`src/rtl/multicycle_controller_pkg.sv`:
```
// rtl/multicycle_controller_pkg.sv - shared encodings for the multicycle RV32 control FSM
package multicycle_controller_pkg;

    typedef enum logic [3:0] {
        S_FETCH,
        S_DECODE,
        S_MEMADR,
        S_MEMREAD,
        S_MEMWB,
        S_MEMWRITE,
        S_EXEC_R,
        S_EXEC_I,
        S_ALUWB,
        S_BEQ,
        S_JAL,
        S_TRAP
    } state_e;

    localparam logic [6:0] OP_LW  = 7'b0000011;
    localparam logic [6:0] OP_SW  = 7'b0100011;
    localparam logic [6:0] OP_R   = 7'b0110011;
    localparam logic [6:0] OP_I   = 7'b0010011;
    localparam logic [6:0] OP_BEQ = 7'b1100011;
    localparam logic [6:0] OP_JAL = 7'b1101111;

    localparam logic [2:0] ALU_ADD = 3'b000;
    localparam logic [2:0] ALU_SUB = 3'b001;
    localparam logic [2:0] ALU_AND = 3'b010;
    localparam logic [2:0] ALU_OR  = 3'b011;
    localparam logic [2:0] ALU_SLT = 3'b101;

    // Operation class handed to the ALU decoder.
    localparam logic [1:0] ALU_OP_ADD = 2'b00;
    localparam logic [1:0] ALU_OP_SUB = 2'b01;
    localparam logic [1:0] ALU_OP_R   = 2'b10;
    localparam logic [1:0] ALU_OP_I   = 2'b11;

    localparam logic [1:0] SRC_A_PC     = 2'b00;
    localparam logic [1:0] SRC_A_OLD_PC = 2'b01;
    localparam logic [1:0] SRC_A_RS1    = 2'b10;

    localparam logic [1:0] SRC_B_RS2    = 2'b00;
    localparam logic [1:0] SRC_B_IMM    = 2'b01;
    localparam logic [1:0] SRC_B_FOUR   = 2'b10;

    localparam logic [1:0] RES_ALUOUT   = 2'b00;
    localparam logic [1:0] RES_MEMDATA  = 2'b01;
    localparam logic [1:0] RES_ALU      = 2'b10;

    localparam logic [1:0] IMM_I = 2'b00;
    localparam logic [1:0] IMM_S = 2'b01;
    localparam logic [1:0] IMM_B = 2'b10;
    localparam logic [1:0] IMM_J = 2'b11;

endpackage

```
`src/rtl/multicycle_controller_alu_decoder.sv`:
```
// rtl/multicycle_controller_alu_decoder.sv - combinational ALU control decode from op class and funct fields
module multicycle_controller_alu_decoder
    import multicycle_controller_pkg::*;
(
    input  logic [1:0] alu_op,
    input  logic [2:0] funct3,
    input  logic       funct7b5,
    output logic [2:0] alu_control
);

    always_comb begin
        alu_control = ALU_ADD;
        case (alu_op)
            ALU_OP_SUB: alu_control = ALU_SUB;
            ALU_OP_R, ALU_OP_I: begin
                case (funct3)
                    // funct7b5 is part of the immediate for I-type, so it never selects sub there
                    3'b000:  alu_control = (alu_op == ALU_OP_R && funct7b5) ? ALU_SUB : ALU_ADD;
                    3'b010:  alu_control = ALU_SLT;
                    3'b110:  alu_control = ALU_OR;
                    3'b111:  alu_control = ALU_AND;
                    default: alu_control = ALU_ADD;
                endcase
            end
            default: alu_control = ALU_ADD;
        endcase
    end

endmodule

```
`src/rtl/multicycle_controller.sv`:
```
// rtl/multicycle_controller.sv - main control FSM sequencing the shared datapath of the multicycle RV32 core
module multicycle_controller
    import multicycle_controller_pkg::*;
#(
    parameter int CNT_W = 32
) (
    input  logic             clk,
    input  logic             reset,
    input  logic [6:0]       opcode,
    input  logic [2:0]       funct3,
    input  logic             funct7b5,
    input  logic             zero,
    input  logic             mem_ready,
    output logic             mem_req,
    output logic             mem_write,
    output logic             adr_src,
    output logic             ir_write,
    output logic             pc_write,
    output logic             reg_write,
    output logic [1:0]       alu_src_a,
    output logic [1:0]       alu_src_b,
    output logic [1:0]       result_src,
    output logic [2:0]       alu_control,
    output logic [1:0]       imm_src,
    output logic             illegal,
    output logic [CNT_W-1:0] instret
);

    state_e           state_q, state_d;
    logic             illegal_q, illegal_d;
    logic [CNT_W-1:0] instret_q, instret_d;
    logic [1:0]       imm_src_q, imm_src_d;

    logic [1:0] alu_op;
    logic       retire;
    logic       mem_req_raw, mem_write_raw, ir_write_raw, pc_write_raw, reg_write_raw;

    multicycle_controller_alu_decoder u_alu_decoder (
        .alu_op      (alu_op),
        .funct3      (funct3),
        .funct7b5    (funct7b5),
        .alu_control (alu_control)
    );

    always_comb begin
        state_d       = state_q;
        imm_src_d     = imm_src_q;
        alu_op        = ALU_OP_ADD;
        retire        = 1'b0;
        mem_req_raw   = 1'b0;
        mem_write_raw = 1'b0;
        ir_write_raw  = 1'b0;
        pc_write_raw  = 1'b0;
        reg_write_raw = 1'b0;
        adr_src       = 1'b0;
        alu_src_a     = SRC_A_PC;
        alu_src_b     = SRC_B_RS2;
        result_src    = RES_ALUOUT;

        case (state_q)
            S_FETCH: begin
                mem_req_raw  = 1'b1;
                alu_src_a    = SRC_A_PC;
                alu_src_b    = SRC_B_FOUR;
                result_src   = RES_ALU;
                ir_write_raw = mem_ready;
                pc_write_raw = mem_ready;
                if (mem_ready) state_d = S_DECODE;
            end
            S_DECODE: begin
                // Branch target is computed here so BEQ can reuse it from ALUOut.
                alu_src_a = SRC_A_OLD_PC;
                alu_src_b = SRC_B_IMM;
                imm_src_d = IMM_B;
                case (opcode)
                    OP_LW, OP_SW: state_d = S_MEMADR;
                    OP_R:         state_d = S_EXEC_R;
                    OP_I:         state_d = S_EXEC_I;
                    OP_BEQ:       state_d = S_BEQ;
                    OP_JAL:       state_d = S_JAL;
                    default:      state_d = S_TRAP;
                endcase
            end
            S_MEMADR: begin
                alu_src_a = SRC_A_RS1;
                alu_src_b = SRC_B_IMM;
                if (opcode == OP_SW) begin
                    imm_src_d = IMM_S;
                    state_d   = S_MEMWRITE;
                end else begin
                    imm_src_d = IMM_I;
                    state_d   = S_MEMREAD;
                end
            end
            S_MEMREAD: begin
                mem_req_raw = 1'b1;
                adr_src     = 1'b1;
                result_src  = RES_ALUOUT;
                if (mem_ready) state_d = S_MEMWB;
            end
            S_MEMWB: begin
                result_src    = RES_MEMDATA;
                reg_write_raw = 1'b1;
                retire        = 1'b1;
                state_d       = S_FETCH;
            end
            S_MEMWRITE: begin
                mem_req_raw   = 1'b1;
                mem_write_raw = 1'b1;
                adr_src       = 1'b1;
                if (mem_ready) begin
                    retire  = 1'b1;
                    state_d = S_FETCH;
                end
            end
            S_EXEC_R: begin
                alu_src_a = SRC_A_RS1;
                alu_src_b = SRC_B_RS2;
                alu_op    = ALU_OP_R;
                state_d   = S_ALUWB;
            end
            S_EXEC_I: begin
                alu_src_a = SRC_A_RS1;
                alu_src_b = SRC_B_IMM;
                imm_src_d = IMM_I;
                alu_op    = ALU_OP_I;
                state_d   = S_ALUWB;
            end
            S_ALUWB: begin
                result_src    = RES_ALUOUT;
                reg_write_raw = 1'b1;
                retire        = 1'b1;
                state_d       = S_FETCH;
            end
            S_BEQ: begin
                alu_src_a    = SRC_A_RS1;
                alu_src_b    = SRC_B_RS2;
                alu_op       = ALU_OP_SUB;
                result_src   = RES_ALUOUT;
                pc_write_raw = zero;
                retire       = 1'b1;
                state_d      = S_FETCH;
            end
            S_JAL: begin
                alu_src_a    = SRC_A_OLD_PC;
                alu_src_b    = SRC_B_FOUR;
                result_src   = RES_ALUOUT;
                pc_write_raw = 1'b1;
                imm_src_d    = IMM_J;
                state_d      = S_ALUWB;
            end
            S_TRAP: begin
                state_d = S_TRAP;
            end
            default: begin
                state_d = S_FETCH;
            end
        endcase

        illegal_d = illegal_q | (state_d == S_TRAP);
        instret_d = instret_q + {{(CNT_W-1){1'b0}}, retire};
    end

    // Reset aborts the current instruction, so no side effect may leak out in that cycle.
    assign mem_req   = mem_req_raw   & ~reset;
    assign mem_write = mem_write_raw & ~reset;
    assign ir_write  = ir_write_raw  & ~reset;
    assign pc_write  = pc_write_raw  & ~reset;
    assign reg_write = reg_write_raw & ~reset;
    assign imm_src   = imm_src_d;
    assign illegal   = illegal_q;
    assign instret   = instret_q;

    always_ff @(posedge clk) begin
        if (reset) begin
            state_q   <= S_FETCH;
            illegal_q <= 1'b0;
            instret_q <= '0;
            imm_src_q <= IMM_I;
        end else begin
            state_q   <= state_d;
            illegal_q <= illegal_d;
            instret_q <= instret_d;
            imm_src_q <= imm_src_d;
        end
    end

endmodule
```
`config.mk`:
```
export PLATFORM = sky130hd
export DESIGN_NAME = multicycle_controller
export DESIGN_NICKNAME = d
export VERILOG_FILES = /design/src/rtl/multicycle_controller_pkg.sv /design/src/rtl/multicycle_controller_alu_decoder.sv /design/src/rtl/multicycle_controller.sv
export SDC_FILE = /design/constraint.sdc
export NUM_CORES = 1
export LEC_CHECK = 0
export ABC_AREA = 1
export BUFFER_PORTS_ARGS = -buffer_cell sky130_fd_sc_hd__buf_2
export CAP_MARGIN = 25
export CORE_ASPECT_RATIO = 0.9
export CORE_MARGIN = 3
export CORE_UTILIZATION = 45
export DETAILED_ROUTE_END_ITERATION = 8
export PLACE_DENSITY_LB_ADDON = 0.25
export SLEW_MARGIN = 20
export SYNTH_ARGS = -nofsm -noshare
export SYNTH_HDL_FRONTEND = slang
export SYNTH_HIERARCHICAL = 1
export SYNTH_SLANG_ARGS = --single-unit
```
`constraint.sdc`:
```
create_clock -name clk -period 5.24 [get_ports clk]
set_input_delay 1.048 -clock clk [delete_from_list [all_inputs] [get_ports clk]]
set_output_delay 1.048 -clock clk [all_outputs]
set_load 0.005 [all_outputs]
```
# --- Yosys cells after proc, flatten, opt, wreduce, memory -nomap -nowiden ---
# Cells that the tools add are included.
word_totals:
  register_bits: 39
  input_bits: 15
  out_inout_bits: 50
  wordCells: 73
classes:
  add_sub_neg: 1
  eq_ne: 24
  muxes: 23
  n_bitwise: 7
  n_reduce_logical: 14
op_table:
  columns: ["op", "n"]
  rows:
  - ["$add 32x1->32", 1]
  - ["$pmux 4 s7", 1]
  - ["$eq 4x4->1 const B", 5]
  - ["$pmux 4 s5", 1]
  - ["$eq 4x3->1 const B", 4]
  - ["$eq 7x6->1 const B", 2]
  - ["$eq 7x7->1 const B", 2]
  - ["$mux 4", 3]
  - ["$pmux 2 s2", 3]
  - ["$pmux 3 s4", 1]
  - ["$reduce_or 2->1", 6]
  - ["$reduce_or 3->1", 4]
  - ["$eq 4x2->1 const B", 2]
  - ["$mux 1", 8]
  - ["$pmux 2 s4", 1]
  - ["$eq 7x2->1 const B", 1]
  - ["$eq 7x5->1 const B", 1]
  - ["$eq 3x3->1 const B", 2]
  - ["$pmux 2 s3", 1]
  - ["$pmux 3 s2", 1]
  - ["$and 1x1->1", 5]
  - ["$eq 2x2->1 const B", 2]
  - ["$eq 4x1->1 const B", 1]
  - ["$logic_not 4->1", 1]
  - ["10 further kinds", 10]

# --- Logic depth before layout (Yosys ltp) ---
# Gate-level depths: netlist (run 1).
depth:
  ltp_word: 7
  depth_mapped: 16

# --- Cells and area by module ---
# Netlist (run 1), hierarchy kept.
by_module_without_submodules:
  columns: ["mod", "n_inst", "cells_per_inst", "area_per_inst_um2", "seq_area_each_um2"]
  rows:
  - ["multicycle_controller", 1, 368, 2307.2, 780.7]
  - ["multicycle_controller_alu_decoder", 1, 13, 62.6, 0.0]

# --- Worst setup path after synthesis (run 1) ---
# Ideal clock, no wire load.
synth_path:
  path_type: "input port to output port"
  from: "input reset"
  to: "output ir_write"
  t_arrival_ns: 1.614
  slack_ns: 2.578
  cell_stages: 3
  cell_sequence: "clkbuf_1 clkbuf_1 nor2_1"
synth_via:
  elab_chain_len: 2
synth_rtl:
  columns: ["item", "line_no", "text"]
  rows:
  - ["from (decl)", "multicycle_controller.sv:8", "input logic reset,"]
  - ["$not 1->1", "multicycle_controller.sv:167", "assign ir_write = ir_write_raw & ~reset;"]
  - ["$and 1x1->1", "multicycle_controller.sv:167", null]
  - ["to (decl)", "multicycle_controller.sv:17", "output logic ir_write,"]
# Every way passes these cells.

# --- Worst setup path after layout (run 1) ---
layout_path:
  from: "input reset"
  to: "output mem_req"
layout_via:
  elab_chain_len: 2
layout_rtl:
  columns: ["item", "line_no", "text"]
  rows:
  - ["$not 1->1", "multicycle_controller.sv:165", "assign mem_req = mem_req_raw & ~reset;"]
  - ["$and 1x1->1", "multicycle_controller.sv:165", null]
  - ["to (decl)", "multicycle_controller.sv:14", "output logic mem_req,"]
# Every way passes these cells.

==> flow_summary.yaml, run 1 <==
grt:
  grt_pass1_wl_mm: 9.56
  maximum_number_of_pins_on_one_net_before_global_route_repair: 26
  grt_pass1_vias: 2145
  grt_antenna_before_repair: 0
  track_usage_pct: 20.0
  overflow: 0
detailed_routing:
  post-route-drc-count: 0
  drt-total-wl_mm: 5.89
  drtAntennaViolNets: 0
  detail_route.iter0.violations: 169
  wl_per_cell_microns: 11.5
  viasPerCell: 4.91
  detailroute.via_count: 2511
  firstDrtPassIters: 4
logic_synthesis:
  post_synth_inst_count: 381
  synth-compound-area-share_pct: 10.9
  yosys.cell_count.top_type: "sky130_fd_sc_hd__nand2_1"
  syn-cell-area_sq_um: 2370
  synth_ff_type: "sky130_fd_sc_hd__dfxtp_1"
  synth_edf_count: 0
  synth.ff_latch_count: 39
  muxShareOfSynthArea_pct: 0
  synth_largest_area_cell: "sky130_fd_sc_hd__dfxtp_1"
  synth_fp_nets: 398
  post_synth_fa_ha_maj_area_fraction_pct: 1.06
  seq_area_frac_synth_pct: 32.9
  yosys.area_share.simple_pct: 45.6
  yosys.area_share.xor_xnor_pct: 0.739
  yosys_warnings: 6
  ys_top_cells_by_count: "sky130_fd_sc_hd__nand2_1 (107), sky130_fd_sc_hd__nor2_1 (72), sky130_fd_sc_hd__inv_1 (43)"
  asyncSetResetFlopFracSynth_pct: 0
  postSynthAreaPerCell_sq_um: 6.22
  synth_largest_type_area_fraction_pct: 32.9
  synthTopCellsByArea: "sky130_fd_sc_hd__dfxtp_1 (33%), sky130_fd_sc_hd__nand2_1 (17%), sky130_fd_sc_hd__nor2_1 (11%), sky130_fd_sc_hd__inv_1 (6.8%), sky130_fd_sc_hd__a21oi_1 (5.1%)"
  yosys.cell_types.count: 28
  synth_top_family_by_area: "simple AND/OR/NAND/NOR gates"
power_and_ir_drop:
  seq_power_share_pct: 43.3
  p_sw_share_pct: 34.6
  intPower_mw: 0.501
  p_sw_mw: 0.265
  comb_power_share_pct: 32.3
  power_leakage_nw: 1.28
  max_ir_drop_vdd_uv: 159
  power_frac_clock_pct: 24.4
  power_density_nw_per_um2: 271
clocking:
  cts_max_level: 2
  clock_sink_count: 39
  cts_root_buffer_type: "sky130_fd_sc_hd__clkbuf_8"
  cts.hold.buffers_added: 0
  cts-buffers-inserted: 5
  post-cts-setup-buffers: 0
  worst_skew_pair.late_latency_ns: 0.29
  cts.repair.resized: 0
  cts_max_path_buffers: 2
  clkSlewWorstSetupHoldPaths_ns: 0.07
  cts_tree: "built"
run:
  drv.max_cap_violation_count: 0
sta:
  tightest_pin_transition_ns: 0.632
  final.setup.tns_ns: 0
  achievable-frequency_mhz: 307
  hold_viol: 0
  rsz0062_at_grt: "false"
  setup_viol_count_final: 0
  minimum_clock_period_after_layout_ns: 3.26
  relative_slew_margins_pct: 57.8
  drv_slew: 0
  fin_skew_ns: 0.00693
  fin_crit_sh_pct: 62.1
  worst_hold_slack_ns: 0.463
placement:
  port_buffers: 64
  gp_congestion: 0.895
  placement_cell_area_sq_um: 2750
  hpwlAfterDp_mm: 4.75
  placed_cells: 505
setup_path:
  timing.critical_path.to_type: "output pin"
  critical_path_required_ns: 4.19
  cpMaxStageDelayCell: "sky130_fd_sc_hd__inv_1"
  crit_type: "input pin to output pin"
  timing.critical_path.fanout_max: 25
  setup.worst_path.start_class: "input pin"
  crit_path_cell_chain: "buf_2 -> inv_1 -> o21ai_0 -> inv_1 -> buf_2"
  timing.critical_path.arrival_ns: 2.21
  worst-r2r-cell-count: 13
  slowest_delay_ns: 0.43
min_path:
  number_of_stages_on_the_worst_hold_path: 2
  hold_path_class: "flip-flop to flip-flop"
layout:
  n_antenna_cell: 0
  stdcell_area_sq_um: 2820
  final_core_utilization_pct: 57.0
  finish.net_count: 464
  area_growth_syn_to_layout_pct: 19.2
  share_of_post_route_cells_with_drive_strength_above_1_pct: 22.4
  post_layout_nonfiller_instances: 511
floorplan:
  fp.dieW_microns: 82.5
  die_h_microns: 74.8
  fp.dieArea_sq_um: 6170
  core_area_sq_um: 4950
  std_cell_rows: 24
  io_pins: 65
  floorplan.initialDensity_pct: 47.8
status:
  status: "completed"
-- power groups by stage --
stage | Combinational (mW) | Clock, mW | Sequential, mW
final | 0.247 | 0.186 | 0.332
after global routing | 0.287 | 0.202 | 0.335
after CTS | 0.250 | 0.192 | 0.331
after detailed placement | 0.249 | 0 | 0.338
after global placement | 0.247 | 0 | 0.338
after floorplan | 0.160 | 0 | 0.337
-- area by class of cell --
class | instances | area, sq um
fillers | 510 | 2130
multi-input cells | 287 | 1380
flip-flops and latches | 39 | 781
repair buffers | 64 | 320
inverters | 50 | 188
well taps | 65 | 81.3
clock buffers | 6 | 72.6
-- per-layer routing --
layer  vias up  part of all wire (%)  GRT usage, %
met2        63                    43          30.6
met3         5                   5.8          3.59
met1      1106                    50          29.1
li1       1337                     -             -
met5         -                     0             0
met4         0                  0.88          5.08
-- cells in the final DEF, fill, tap and decap left out, types with 6 or more instances in the layout --
master / count
sky130_fd_sc_hd__nand2_1: 107
sky130_fd_sc_hd__nor2_1: 72
sky130_fd_sc_hd__buf_2: 64
sky130_fd_sc_hd__inv_1: 43
sky130_fd_sc_hd__dfxtp_1: 39
sky130_fd_sc_hd__a21oi_1: 24
sky130_fd_sc_hd__nand3_1: 19
sky130_fd_sc_hd__nand3b_1: 9
sky130_fd_sc_hd__o21ai_0: 8
sky130_fd_sc_hd__inv_2: 7
sky130_fd_sc_hd__o21ai_1: 6
-- cell families (layout without fill, tap and decap cells) --
logic type               count (synthesis)  count (layout)
XOR/XNOR                                 2               2
flip-flops                              39              39
adder cells (fa/ha/maj)                  2               2
buffers and inverters                   55             120
AND/OR/NAND/NOR                        236             236
AO/OA/AOI/OAI                           47              47
-- worst max-delay path, delay by kind of cell --
family | cells | cell delay [ns]
AOI/OAI and AO/OA | 1 | 0.19
buffers and inverters | 4 | 0.97
-- registers in the layout, indices dropped and copies added (netlist names) --
name and count:
state_q 4, imm_src_q 2, instret 32, illegal 1
-- per-stage QoR --
step	setup WS (ns)	power [mW]
after floorplan	2.58	0.498
after global placement	1.99	0.585
after detailed placement	1.98	0.587
after CTS	1.98	0.774
after global routing	1.82	0.824
final	1.98	0.765
-- final timing paths --
| check | to | from | slack (ns) |
|---|---|---|---|
| min | illegal$_SDFF_PP0_ | illegal$_SDFF_PP0_ | 0.46 |
| max reg2reg | instret[20]$_SDFF_PP0_ | state_q[0]$_SDFF_PP0_ | 2.76 |
| min reg2reg | illegal$_SDFF_PP0_ | illegal$_SDFF_PP0_ | 0.46 |
| max | mem_req | reset | 1.98 |
(Power assumes the default switching activity.)
==> run 2: changes to the inputs <==
- clock period: 5.24 -> 3.4 ns (I/O delays scaled with it)
==> run 2 against run 1 <==
Net effect: clock-buffer cell count grew 2; first-iteration DRC count shrank 18%; critical path depth grew 3; clock skew grew 0.0017 ns; clock power grew 88%; critical path type is now flip-flop to output pin; largest cell class unchanged; highest routed layer unchanged.
==> flow_summary.yaml, run 2 (synthesized netlist as in run 1, its figures left out) <==
status:
  status: "completed"
sta:
  drv_slew: 0
  hold_viol: 0
  minimum_clock_period_after_layout_ns: 2.33
  relative_slew_margins_pct: 77.6
  fin_crit_sh_pct: 68.7
  tightest_pin_transition_ns: 0.335
  achievable-frequency_mhz: 428
  fin_skew_ns: 0.00866
  setup_viol_count_final: 0
  rsz0062_at_grt: "false"
  final.setup.tns_ns: 0
layout:
  layout_commonest_cell: "sky130_fd_sc_hd__nand2_1"
  share_of_post_route_cells_with_drive_strength_above_1_pct: 23.1
  final_core_utilization_pct: 57.9
  finish.net_count: 466
  mostFrequentLayoutCells: "sky130_fd_sc_hd__nand2_1 (107), sky130_fd_sc_hd__nor2_1 (72), sky130_fd_sc_hd__buf_2 (64), sky130_fd_sc_hd__inv_1 (43), sky130_fd_sc_hd__dfxtp_1 (39)"
  n_antenna_cell: 0
  largest_register_ff_count: 32
  area_growth_syn_to_layout_pct: 21.0
setup_path:
  timing_startpoint_of_the_critical_path: "state_q[2]$_SDFF_PP0_"
  setup.worst_path.start_class: "flip-flop"
  worst-r2r-cell-count: 13
  critical_path_buf_inv_count: 3
  setup.reg_to_reg.worst_slack_ns: 1.08
  timing.critical_path.arrival_ns: 1.65
  timing.rr.start: "state_q[0]$_SDFF_PP0_"
  cpMaxStageDelayCell: "sky130_fd_sc_hd__dfxtp_1"
  worst_setup_path_endpoint: "alu_control[0]"
  path_depth: 8
  crit_type: "flip-flop to output pin"
  timing.rr.end: "instret[20]$_SDFF_PP0_"
  timing.critical_path.to_type: "output pin"
  slowest_delay_ns: 0.35
  top_cell_family_by_delay_on_the_critical_path: "flip-flops"
  critical_path_required_ns: 2.72
  timing.critical_path.fanout_max: 6
  crit_path_cell_chain: "inv_1 -> nor2_1 -> inv_1 -> o21ai_0 -> nor2_1 -> nand2_1 -> a21oi_2 -> buf_2"
power_and_ir_drop:
  power_density_nw_per_um2: 435
  max_ir_drop_vdd_uv: 247
  power_leakage_nw: 1.30
clocking:
  cts-buffers-inserted: 5
  post-cts-setup-buffers: 0
  clkSlewWorstSetupHoldPaths_ns: 0.07
  clock_sink_count: 39
  cts_max_path_buffers: 2
  cts_tree: "built"
  cts_max_level: 2
  cts_root_buffer_type: "sky130_fd_sc_hd__clkbuf_8"
  cts.repair.resized: 0
  cts.hold.buffers_added: 0
  worst_skew_pair.late_latency_ns: 0.29
grt:
  maximum_number_of_pins_on_one_net_before_global_route_repair: 25
  track_usage_pct: 20.6
  grt_antenna_before_repair: 0
  grt_pass1_vias: 2154
  grt_pass1_wl_mm: 9.92
  overflow: 0
detailed_routing:
  viasPerCell: 4.99
  detailroute.via_count: 2571
  drt-total-wl_mm: 6.08
  detail_route.iter0.violations: 138
  firstDrtPassIters: 5
  post-route-drc-count: 0
  wl_per_cell_microns: 11.8
  drtAntennaViolNets: 0
min_path:
  hold_path_class: "flip-flop to flip-flop"
floorplan:
  io_pins: 65
  core_area_sq_um: 4950
  floorplan.initialDensity_pct: 47.8
  std_cell_rows: 24
  fp.dieW_microns: 82.5
  die_h_microns: 74.8
  fp.dieArea_sq_um: 6170
placement:
  gp_congestion: 0.947
  port_buffers: 64
  hpwlAfterDp_mm: 4.83
run:
  drv.max_cap_violation_count: 0
-- run 2: cell type report --
type / count / area (sq um)
Sequential cell: 39 / 781
Tap cell: 65 / 81.3
Inverter: 50 / 188
Fill cell: 495 / 2090
Clock buffer: 8 / 100
Timing Repair Buffer: 66 / 335
Multi-Input combinational cell: 287 / 1380
-- run 2: per-stage QoR --
stage	cell area (sq um)	hold slack, ns	cells	power [mW]	worst slack (ns)
2_1_floorplan	2370	0.446	381	0.767	1.26
3_3_place_gp	2770	0.456	507	0.906	1.06
3_5_place_dp	2770	0.452	507	0.906	1.02
4_1_cts	2870	0.472	515	1.25	1.07
5_1_grt	2870	0.489	515	1.33	0.798
6_report	2870	0.463	515	1.25	1.07
-- run 2: worst min-delay path, stage by stage (launching register included) --
cell                      delay [ns]
sky130_fd_sc_hd__dfxtp_1        0.31
sky130_fd_sc_hd__nand2_1        0.06
sky130_fd_sc_hd__o21ai_1        0.05
-- run 2: how the worst min path moves through the flow --
stage	slack, ns	depth (start not counted)	start	end
detailed placement	0.45	2	illegal$_SDFF_PP0_	illegal$_SDFF_PP0_
global placement	0.46	2	illegal$_SDFF_PP0_	illegal$_SDFF_PP0_
CTS	0.47	2	illegal$_SDFF_PP0_	illegal$_SDFF_PP0_
global route	0.49	2	illegal$_SDFF_PP0_	illegal$_SDFF_PP0_
finish	0.46	2	illegal$_SDFF_PP0_	illegal$_SDFF_PP0_
floorplan	0.45	2	imm_src_q[1]$_SDFF_PP0_	imm_src_q[1]$_SDFF_PP0_
-- run 2: power by group --
group / internal (mW) / total [mW] / switching [mW] / leakage, nW
Sequential: 0.487 / 0.512 / 0.0249 / 0.315
Clock: 0.185 / 0.350 / 0.164 / 0.0515
Combinational: 0.150 / 0.385 / 0.235 / 0.937
-- run 2: per-layer routing --
metal	global-route usage (%)	up-vias	wire, microns
met3	3.23	5	416
li1	-	1343	-
met2	30.6	82	2580
met1	31.4	1141	3030
met4	4.54	0	46
met5	0	-	0
